--- config.mk ---
export PLATFORM = sky130hd
export DESIGN_NAME = sample_buffer_ctrl
export DESIGN_NICKNAME = d
export VERILOG_FILES = /design/src/rtl/sample_buffer_ctrl.sv
export SDC_FILE = /design/constraint.sdc
export NUM_CORES = 1
export LEC_CHECK = 0
export BUFFER_PORTS_ARGS = -buffer_cell sky130_fd_sc_hd__buf_2
export CAP_MARGIN = 25
export CORE_MARGIN = 4
export CORE_UTILIZATION = 49
export DETAILED_ROUTE_END_ITERATION = 10
export MAX_ROUTING_LAYER = met4
export PLACE_DENSITY = 0.77
export SLEW_MARGIN = 20
export SYNTH_ARGS = -nofsm -noshare
export SYNTH_HDL_FRONTEND = slang
export SYNTH_SLANG_ARGS = --single-unit
--- constraint.sdc ---
create_clock -name Clk -period 3.2 [get_ports Clk]
set_input_delay 0.64 -clock Clk [delete_from_list [all_inputs] [get_ports Clk]]
set_output_delay 0.64 -clock Clk [all_outputs]
set_load 0.03 [all_outputs]
--- src/rtl/sample_buffer_ctrl.sv ---
// Sample RAM sequencer and arbiter for the Veritune voice path.
// Shares one single-port RAM between the record path (mic samples in), the
// pitch shifter (read-modify-write) and the playback path (speaker out).
// It generates the audio sample-rate tick, owns the record and playback
// address counters and keeps the recorded length between modes.
// TICK_DIV must be at least 2.
module sample_buffer_ctrl #(
  parameter int ADDR_W   = 12,
  parameter int DATA_W   = 8,
  parameter int TICK_DIV = 6250
) (
  input  logic              Clk,
  input  logic              Reset,
  input  logic              Rec,
  input  logic              Shift,
  input  logic              Play,
  input  logic [DATA_W-1:0] Mic_Sample,
  input  logic              Sh_Rd_Req,
  input  logic              Sh_Wr_Req,
  input  logic [ADDR_W-1:0] Sh_Addr,
  input  logic [DATA_W-1:0] Sh_Wdata,
  output logic              Sh_Gnt,
  output logic              Sh_Rvalid,
  output logic [ADDR_W-1:0] Mem_Addr,
  output logic              Mem_We,
  output logic [DATA_W-1:0] Mem_Wdata,
  input  logic [DATA_W-1:0] Mem_Rdata,
  output logic [DATA_W-1:0] Spk_Sample,
  output logic              Spk_Valid,
  output logic [ADDR_W:0]   Rec_Len,
  output logic              Rec_Done,
  output logic              Play_Done
);

  localparam int CNT_W = (TICK_DIV > 1) ? $clog2(TICK_DIV) : 1;

  localparam logic [CNT_W-1:0]  TICK_LAST = CNT_W'(TICK_DIV - 1);
  localparam logic [CNT_W-1:0]  TICK_PRE  = CNT_W'(TICK_DIV - 2);
  localparam logic [CNT_W-1:0]  CNT_ONE   = CNT_W'(1);
  localparam logic [ADDR_W:0]   PTR_ONE   = (ADDR_W + 1)'(1);
  localparam logic [ADDR_W-1:0] RD_ONE    = ADDR_W'(1);
  // Address of the last RAM location, widened to the record pointer width.
  localparam logic [ADDR_W:0]   LAST_ADDR = {1'b0, {ADDR_W{1'b1}}};

  typedef enum logic [1:0] {
    ST_IDLE  = 2'd0,
    ST_REC   = 2'd1,
    ST_SHIFT = 2'd2,
    ST_PLAY  = 2'd3
  } state_e;

  state_e state_q, state_d;
  logic   state_chg;

  // Sample-rate divider.
  logic [CNT_W-1:0] cnt_q, cnt_d;
  logic             tick;
  logic             pre_tick;

  // Record path. wr_ptr has one extra bit so "buffer full" is representable.
  logic [ADDR_W:0] wr_ptr_q, wr_ptr_d;
  logic [ADDR_W:0] rec_len_q, rec_len_d;
  logic            rec_done_q, rec_done_d;
  logic            rec_wr;

  // Shifter port.
  logic sh_wr;
  logic sh_rd;
  logic sh_rvalid_q, sh_rvalid_d;

  // Playback path.
  logic [ADDR_W-1:0] rd_ptr_q, rd_ptr_d;
  logic              play_rd;
  logic              play_last;
  logic              play_empty_pulse;
  logic              empty_done_q, empty_done_d;
  logic              spk_pend_q, spk_pend_d;
  logic              spk_last_q, spk_last_d;
  logic [DATA_W-1:0] spk_sample_q, spk_sample_d;
  logic              spk_valid_q, spk_valid_d;
  logic              play_done_q, play_done_d;

  // RAM address seen last cycle, re-driven while the port is idle.
  logic [ADDR_W-1:0] mem_addr_q;

  // ---------------------------------------------------------------------
  // Mode decode
  // ---------------------------------------------------------------------

  // Next state straight from the mode levels, record having top priority.
  always_comb begin
    // NOTE: every variable written here gets a default first, so no path
    // leaves it unassigned and no latch is inferred.
    state_d = ST_IDLE;
    if (Rec) begin
      state_d = ST_REC;
    end else if (Shift) begin
      state_d = ST_SHIFT;
    end else if (Play) begin
      state_d = ST_PLAY;
    end
  end

  assign state_chg = (state_d != state_q);

  // ---------------------------------------------------------------------
  // Sample-rate tick
  // ---------------------------------------------------------------------

  assign tick     = (cnt_q == TICK_LAST);
  assign pre_tick = (cnt_q == TICK_PRE);

  // Divider restarts on every mode change so the first tick of a mode comes
  // a full sample period after entry.
  always_comb begin
    cnt_d = cnt_q + CNT_ONE;
    if (state_chg || tick) begin
      cnt_d = '0;
    end
  end

  // ---------------------------------------------------------------------
  // Record path
  // ---------------------------------------------------------------------

  assign rec_wr = (state_q == ST_REC) && tick && !wr_ptr_q[ADDR_W];

  // Write pointer, recorded length and the buffer-full pulse.
  always_comb begin
    wr_ptr_d   = wr_ptr_q;
    rec_len_d  = rec_len_q;
    rec_done_d = 1'b0;
    if (rec_wr) begin
      wr_ptr_d   = wr_ptr_q + PTR_ONE;
      rec_len_d  = wr_ptr_q + PTR_ONE;
      rec_done_d = (wr_ptr_q == LAST_ADDR);
    end
    // A new recording discards the old one.
    if (state_chg && (state_d == ST_REC)) begin
      wr_ptr_d  = '0;
      rec_len_d = '0;
    end
  end

  // ---------------------------------------------------------------------
  // Shifter arbitration
  // ---------------------------------------------------------------------

  // A write wins over a simultaneous read; the read is simply not granted.
  assign sh_wr  = (state_q == ST_SHIFT) && Sh_Wr_Req;
  assign sh_rd  = (state_q == ST_SHIFT) && Sh_Rd_Req && !Sh_Wr_Req;
  assign Sh_Gnt = sh_wr || sh_rd;

  // Read-valid follows a granted read unless the mode is about to change.
  always_comb begin
    sh_rvalid_d = sh_rd && !state_chg;
  end

  // ---------------------------------------------------------------------
  // Playback path
  // ---------------------------------------------------------------------

  assign play_rd   = (state_q == ST_PLAY) && tick && (rec_len_q != '0);
  assign play_last = ({1'b0, rd_ptr_q} == (rec_len_q - PTR_ONE));

  // With nothing recorded, Play_Done is registered one cycle early so that
  // it appears on the first tick itself, and only once per visit.
  assign play_empty_pulse = (state_q == ST_PLAY) && (rec_len_q == '0) &&
                            pre_tick && !empty_done_q && !state_chg;

  // Read pointer, in-flight read tracking and speaker sample capture.
  always_comb begin
    rd_ptr_d     = rd_ptr_q;
    empty_done_d = empty_done_q;
    spk_pend_d   = 1'b0;
    spk_last_d   = 1'b0;
    spk_sample_d = spk_sample_q;
    spk_valid_d  = 1'b0;
    play_done_d  = 1'b0;
    // RAM data for last cycle's read is on Mem_Rdata now.
    if (spk_pend_q) begin
      spk_sample_d = Mem_Rdata;
      spk_valid_d  = 1'b1;
      play_done_d  = spk_last_q;
    end
    // A read issued as the mode changes is dropped and Spk_Sample holds.
    if (play_rd) begin
      spk_pend_d = !state_chg;
      spk_last_d = !state_chg && play_last;
      rd_ptr_d   = play_last ? '0 : rd_ptr_q + RD_ONE;
    end
    if (play_empty_pulse) begin
      play_done_d  = 1'b1;
      empty_done_d = 1'b1;
    end
    if (state_chg && (state_d == ST_PLAY)) begin
      rd_ptr_d     = '0;
      empty_done_d = 1'b0;
    end
  end

  // ---------------------------------------------------------------------
  // RAM port mux
  // ---------------------------------------------------------------------

  // Sources are mutually exclusive by state; an idle port keeps its address.
  always_comb begin
    Mem_Addr  = mem_addr_q;
    Mem_We    = 1'b0;
    Mem_Wdata = '0;
    if (rec_wr) begin
      Mem_Addr  = wr_ptr_q[ADDR_W-1:0];
      Mem_We    = 1'b1;
      Mem_Wdata = Mic_Sample;
    end else if (sh_wr) begin
      Mem_Addr  = Sh_Addr;
      Mem_We    = 1'b1;
      Mem_Wdata = Sh_Wdata;
    end else if (sh_rd) begin
      Mem_Addr = Sh_Addr;
    end else if (play_rd) begin
      Mem_Addr = rd_ptr_q;
    end
  end

  // ---------------------------------------------------------------------
  // State registers
  // ---------------------------------------------------------------------

  // All state; reset aborts everything and drops the recording.
  always_ff @(posedge Clk or posedge Reset) begin
    if (Reset) begin
      state_q      <= ST_IDLE;
      cnt_q        <= '0;
      wr_ptr_q     <= '0;
      rec_len_q    <= '0;
      rec_done_q   <= 1'b0;
      sh_rvalid_q  <= 1'b0;
      rd_ptr_q     <= '0;
      empty_done_q <= 1'b0;
      spk_pend_q   <= 1'b0;
      spk_last_q   <= 1'b0;
      spk_sample_q <= '0;
      spk_valid_q  <= 1'b0;
      play_done_q  <= 1'b0;
      mem_addr_q   <= '0;
    end else begin
      // NOTE: non-blocking assignments, so every register samples the
      // values of the previous cycle regardless of statement order.
      state_q      <= state_d;
      cnt_q        <= cnt_d;
      wr_ptr_q     <= wr_ptr_d;
      rec_len_q    <= rec_len_d;
      rec_done_q   <= rec_done_d;
      sh_rvalid_q  <= sh_rvalid_d;
      rd_ptr_q     <= rd_ptr_d;
      empty_done_q <= empty_done_d;
      spk_pend_q   <= spk_pend_d;
      spk_last_q   <= spk_last_d;
      spk_sample_q <= spk_sample_d;
      spk_valid_q  <= spk_valid_d;
      play_done_q  <= play_done_d;
      mem_addr_q   <= Mem_Addr;
    end
  end

  assign Sh_Rvalid  = sh_rvalid_q;
  assign Spk_Sample = spk_sample_q;
  assign Spk_Valid  = spk_valid_q;
  assign Rec_Len    = rec_len_q;
  assign Rec_Done   = rec_done_q;
  assign Play_Done  = play_done_q;

endmodule
# Word-level counts from Yosys, hierarchy flattened
# Cells that the tools add are included.
# Widths: inputs -> output; s select.
# totals
reg_bits,67
inputBits,43
out_inout_bits,47
word_cells,78
# op_classes
add_sub_neg,4
n_eq_ne,10
n_mux,25
n_reduce_logical,26
# op_table
op,n
$mux 12,7
$mux 13,3
$add 13x1->13 const B,2
$eq 13x13->1 const B,2
$mux 8,2
$logic_and 1x1->1,15
$eq 12x13->1,1
$eq 13x12->1 const B,1
$logic_not 13->1,1
$reduce_bool 13->1,1
$sub 13x1->13 const B,1
$add 12x1->12 const B,1
$mux 1,10
$eq 2x2->1 const B,3
$mux 2,3
$reduce_bool 2->1,3
$eq 2x1->1 const B,2
$logic_not 1->1,4
$logic_or 1x1->1,2
$ne 2x2->1,1

# Depth between registers and ports, before layout
# depth
depth_word,8
ltp_mapped,11
ltp_nobuf,8

# Worst setup path after synthesis
# OpenSTA, ideal clock, no wires.
# synth_timing
path_kind,flip-flop to output port
from,register rec_len_q[0] (netlist: Rec_Len[0])
to,output port Mem_Addr[10]
t_arrival_ns,2.852
t_required_ns,2.560
setup_slack_ns,-0.292
path_stages_with_launch,12
n_path_buf,3
path_cell_list,dfrtp_1 -> clkbuf_1 -> inv_1 -> ha_1 -> nor4b_1 -> and4_1 -> buf_2 -> nor4_4 -> buf_2 -> mux2i_1 -> a21oi_1 -> a21o_1
# synth_between
elab_chain_len,6
# synth_rtl
item,line_no,source
from (decl),62,"logic [ADDR_W:0] rec_len_q, rec_len_d;"
from (signal assigned),253,rec_len_q <= rec_len_d;
$reduce_bool 13->1,163,assign play_rd = (state_q == ST_PLAY) && tick && (rec_len_q != '0);
$logic_and 1x1->1,163,
$mux 12,221,end else if (play_rd) begin
$mux 12,219,end else if (sh_rd) begin
$mux 12,215,end else if (sh_wr) begin
$mux 12,211,if (rec_wr) begin
to (decl),24,"output logic [ADDR_W-1:0] Mem_Addr,"
# Every way passes these cells.

# Worst setup path after layout
# layout_timing
from,register rec_len_q[0] (netlist: Rec_Len[0])
to,output port Mem_Addr[6]
# Same word-level chain as after synthesis.

==> impl_metrics.py <==
metrics = {
    "run_status": {
        "status": "completed",
    },
    "floorplan": {
        "die_h_um": 97.37,
        "fp.dieW_um": 97.37,
        "dieArea_mm2": 0.009481,
        "coreArea_mm2": 0.007727,
        "initial_core_util_pct": 50.65,
        "rows": 32,
        "io_pins": 90,
    },
    "synthesis": {
        "yosys.area.top_type": "dfrtp_1",
        "syn_avg_cell_area_um2": 9.593,
        "syn_nets": 458,
        "synth_common_cells": "67 x dfrtp_1, 31 x nor2_1, 23 x a21oi_1",
        "synth_edf_count": 0,
        "synth_top_area_share_pct": 42.84,
        "yosysUniqueCellTypes": 52,
        "synth_warnings": 0,
        "syn_area_mm2": 0.003914,
        "synth-seq-cells": 67,
        "netlist_top_cells_area": "dfrtp_1 43%, xor2_1 4.7%, xnor2_1 4.3%",
        "yosys_most_used_dff": "dfrtp_1",
        "postSynthCellCount": 408,
        "synth.most_common_cell": "dfrtp_1",
        "ys_seq_area_share_pct": 42.84,
        "async_reset_ff_share_pct": 100.0,
    },
    "sta": {
        "fmax_ghz": 0.3200,
        "period_needed_ns": 3.125,
        "tightestPinTransition_ns": 0.6755,
        "post-route-period-util_pct": 97.66,
        "worst_clock_skew_ns": 0.009480,
        "setup_slack_ns": 0.07492,
        "finalSetupViolCount": 0,
        "hold_viol_final": 0,
        "maxSlewHeadroom_pct": 54.55,
        "maxSlewViolCount": 0,
        "rsz0062_at_grt": "true",
    },
    "final_layout": {
        "area_growth_pct": 25.48,
        "nNetsFinal": 557,
        "final_util_pct": 63.55,
        "multi_input_area_mm2": 0.002130,
        "n_fill_cell": 619,
        "final-seq-area_mm2": 0.001682,
        "stdcell_count": 614,
        "design_area_mm2": 0.004911,
        "drive_gt1_share_pct": 31.45,
        "antenna_cells": 0,
    },
    "setup_path": {
        "slowest_stage": "dfrtp_2",
        "critPathRequiredTime_ns": 2.56,
        "cp.arrival_ns": 2.49,
        "path_cells": "inv_2 -> ha_2 -> nor4b_2 -> and4_4 -> nor4_4 -> buf_6 -> mux2i_2 -> a21oi_1 -> a21o_1 -> buf_6",
        "crit_path_start_kind": "flop",
        "reg2reg_setup_slack_ns": 0.47,
        "crit_fanout": 7,
        "slowest_delay_ns": 0.38,
        "endpoint_kind": "output port",
        "critical_path_class": "flop to output port",
        "cp_common_cell": "buf_6",
    },
    "clocking": {
        "numCtsBuffers": 9,
        "clkSlewWorstSetupHoldPaths_ns": 0.08,
        "cts_num_sinks": 67,
        "cts_root_buf": "clkbuf_8",
        "clock_latency_ns": 0.36,
        "hold_buffers": 0,
        "clock_path_buffers": 2,
        "cts_tree": "done",
        "htreeDepth": 3,
    },
    "global_route": {
        "grt_use_met3_pct": 4.451,
        "met2_usage_pct": 35.42,
        "top_usage_layer": "met2",
        "grt_pass1_wl_um": 16880,
        "antenna_found_initial": 0,
        "grt-ovfl-total": 0,
        "grtUsageMet1_pct": 29.43,
        "grt_pass1_vias": 3473,
        "track_usage_pct": 22.36,
        "grt_max_degree": 40,
    },
    "placed_design": {
        "placed_area_mm2": 0.004517,
        "hpwlAfterDp_um": 7292,
        "place_ws_ns": 0.3069,
        "gp_congestion": 0.8382,
        "place.port_buffers": 89,
        "dp_cells": 590,
    },
    "route": {
        "via_count": 3498,
        "wirelength_um": 10170,
        "drc": 0,
        "viasPerCell": 5.697,
        "wl_per_cell_um": 16.57,
        "drtAntennaViolNets": 0,
        "dr.pass1.iters": 4,
        "drt_iter0_drc": 192,
    },
    "job": {
        "drv_cap": 0,
    },
    "pwr": {
        "vdd_drop_max_uv": 272.4,
        "p_leak_uw": 0.002425,
        "power_density_mw_per_mm2": 417.4,
    },
    "worst_hold_path": {
        "min_path_type": "input pin to async pin",
    },
}
[per-layer routing]
| layer | vias to the layer above | wire length (µm) |
|---|---|---|
| met5 | - | 0 |
| met3 | 15 | 569 |
| met4 | 0 | 157 |
| li1 | 1670 | - |
| met2 | 132 | 4920 |
| met1 | 1681 | 4525 |
[registers in the layout, indices dropped and copies added (netlist names), 2 cells and up]
| name | cells |
|---|---|
| state_q | 2 |
| rd_ptr_q | 12 |
| Rec_Len | 13 |
| cnt_q | 13 |
| Spk_Sample | 8 |
| mem_addr_q | 12 |
[through the flow]
stage / hold WS [ns] / setup TNS (ns) / total power [µW]
floorplan: 0.3519 / 0 / 1110
global placement: 0.4360 / 0 / 1198
detailed placement: 0.4478 / 0 / 1205
CTS: 0.3611 / 0 / 2007
global route: 0.3873 / -0.4790 / 2124
finish: 0.3465 / 0 / 2050
[where the power goes]
group	internal (µW)	leakage (µW)	switching, µW
logic	143	0.00143	189
registers	885	0.000888	20.4
clock network	444	0.000110	368
total	1470	0.00243	577
[cells by family (layout without fill, tap and decap cells)]
kind of cell / count (synthesis) / in the layout / synth area share, %
XOR/XNOR: 40 / 40 / 8.952
buffers and inverters: 36 / 140 / 3.900
AO/OA/AOI/OAI: 76 / 76 / 12.34
AND/OR/NAND/NOR: 158 / 158 / 23.27
multiplexers: 24 / 24 / 6.458
flip-flops: 67 / 67 / 42.84
adder cells (fa/ha/maj): 7 / 7 / 2.238
[critical path, delay by kind of cell, from the launching register on]
kind	cells	cell delay [ns]
and+or+nand+nor	3	0.69
buffers and inverters	3	0.39
DFF	1	0.38
AOI/OAI and AO/OA	2	0.28
muxes	1	0.22
adders and majority gates	1	0.16
[final timing paths]
check | depth (start not counted) | from | to
min in group Clk | 2 | spk_last_q$_DFF_PP0_ | Play_Done$_DFF_PP0_
max in group asynchronous | 3 | Reset | Rec_Len[0]$_DFFE_PP0P_
setup reg to reg | 8 | Rec_Len[0]$_DFFE_PP0P_ | rd_ptr_q[11]$_DFFE_PP0P_
setup / recovery | 10 | Rec_Len[0]$_DFFE_PP0P_ | Mem_Addr[6]
hold / removal | 2 | Reset | cnt_q[5]$_DFF_PP0_
hold reg to reg | 2 | spk_last_q$_DFF_PP0_ | Play_Done$_DFF_PP0_
[cell type report]
type	count	share of cell area [%]
Tap cell	102	2.599
Multi-Input combinational cell	305	43.36
Inverter	9	0.6879
Clock inverter	7	2.013
Clock buffer	9	2.522
Timing Repair Buffer	115	14.57
Sequential cell	67	34.24
[placed cells by master (no fill, tap or decap), types with 14 or more instances in the layout]
cell type,netlist,layout
dfrtp_1,67,63
xnor2_1,19,19
nand3_1,16,15
a21oi_1,23,23
o21ai_0,15,15
nor2_1,31,31
nor3_1,19,19
nand2_1,19,19
buf_2,5,79
buf_4,1,25
xor2_1,21,21
a21o_1,14,14
[timing repair]
item	CTS	global route
cloned	0	0
pin swaps	1	7
resized for setup	1	43
buffers inserted	1	7
setup endpoints to repair	12	12
Note: power is estimated with default switching activity, not from simulation.
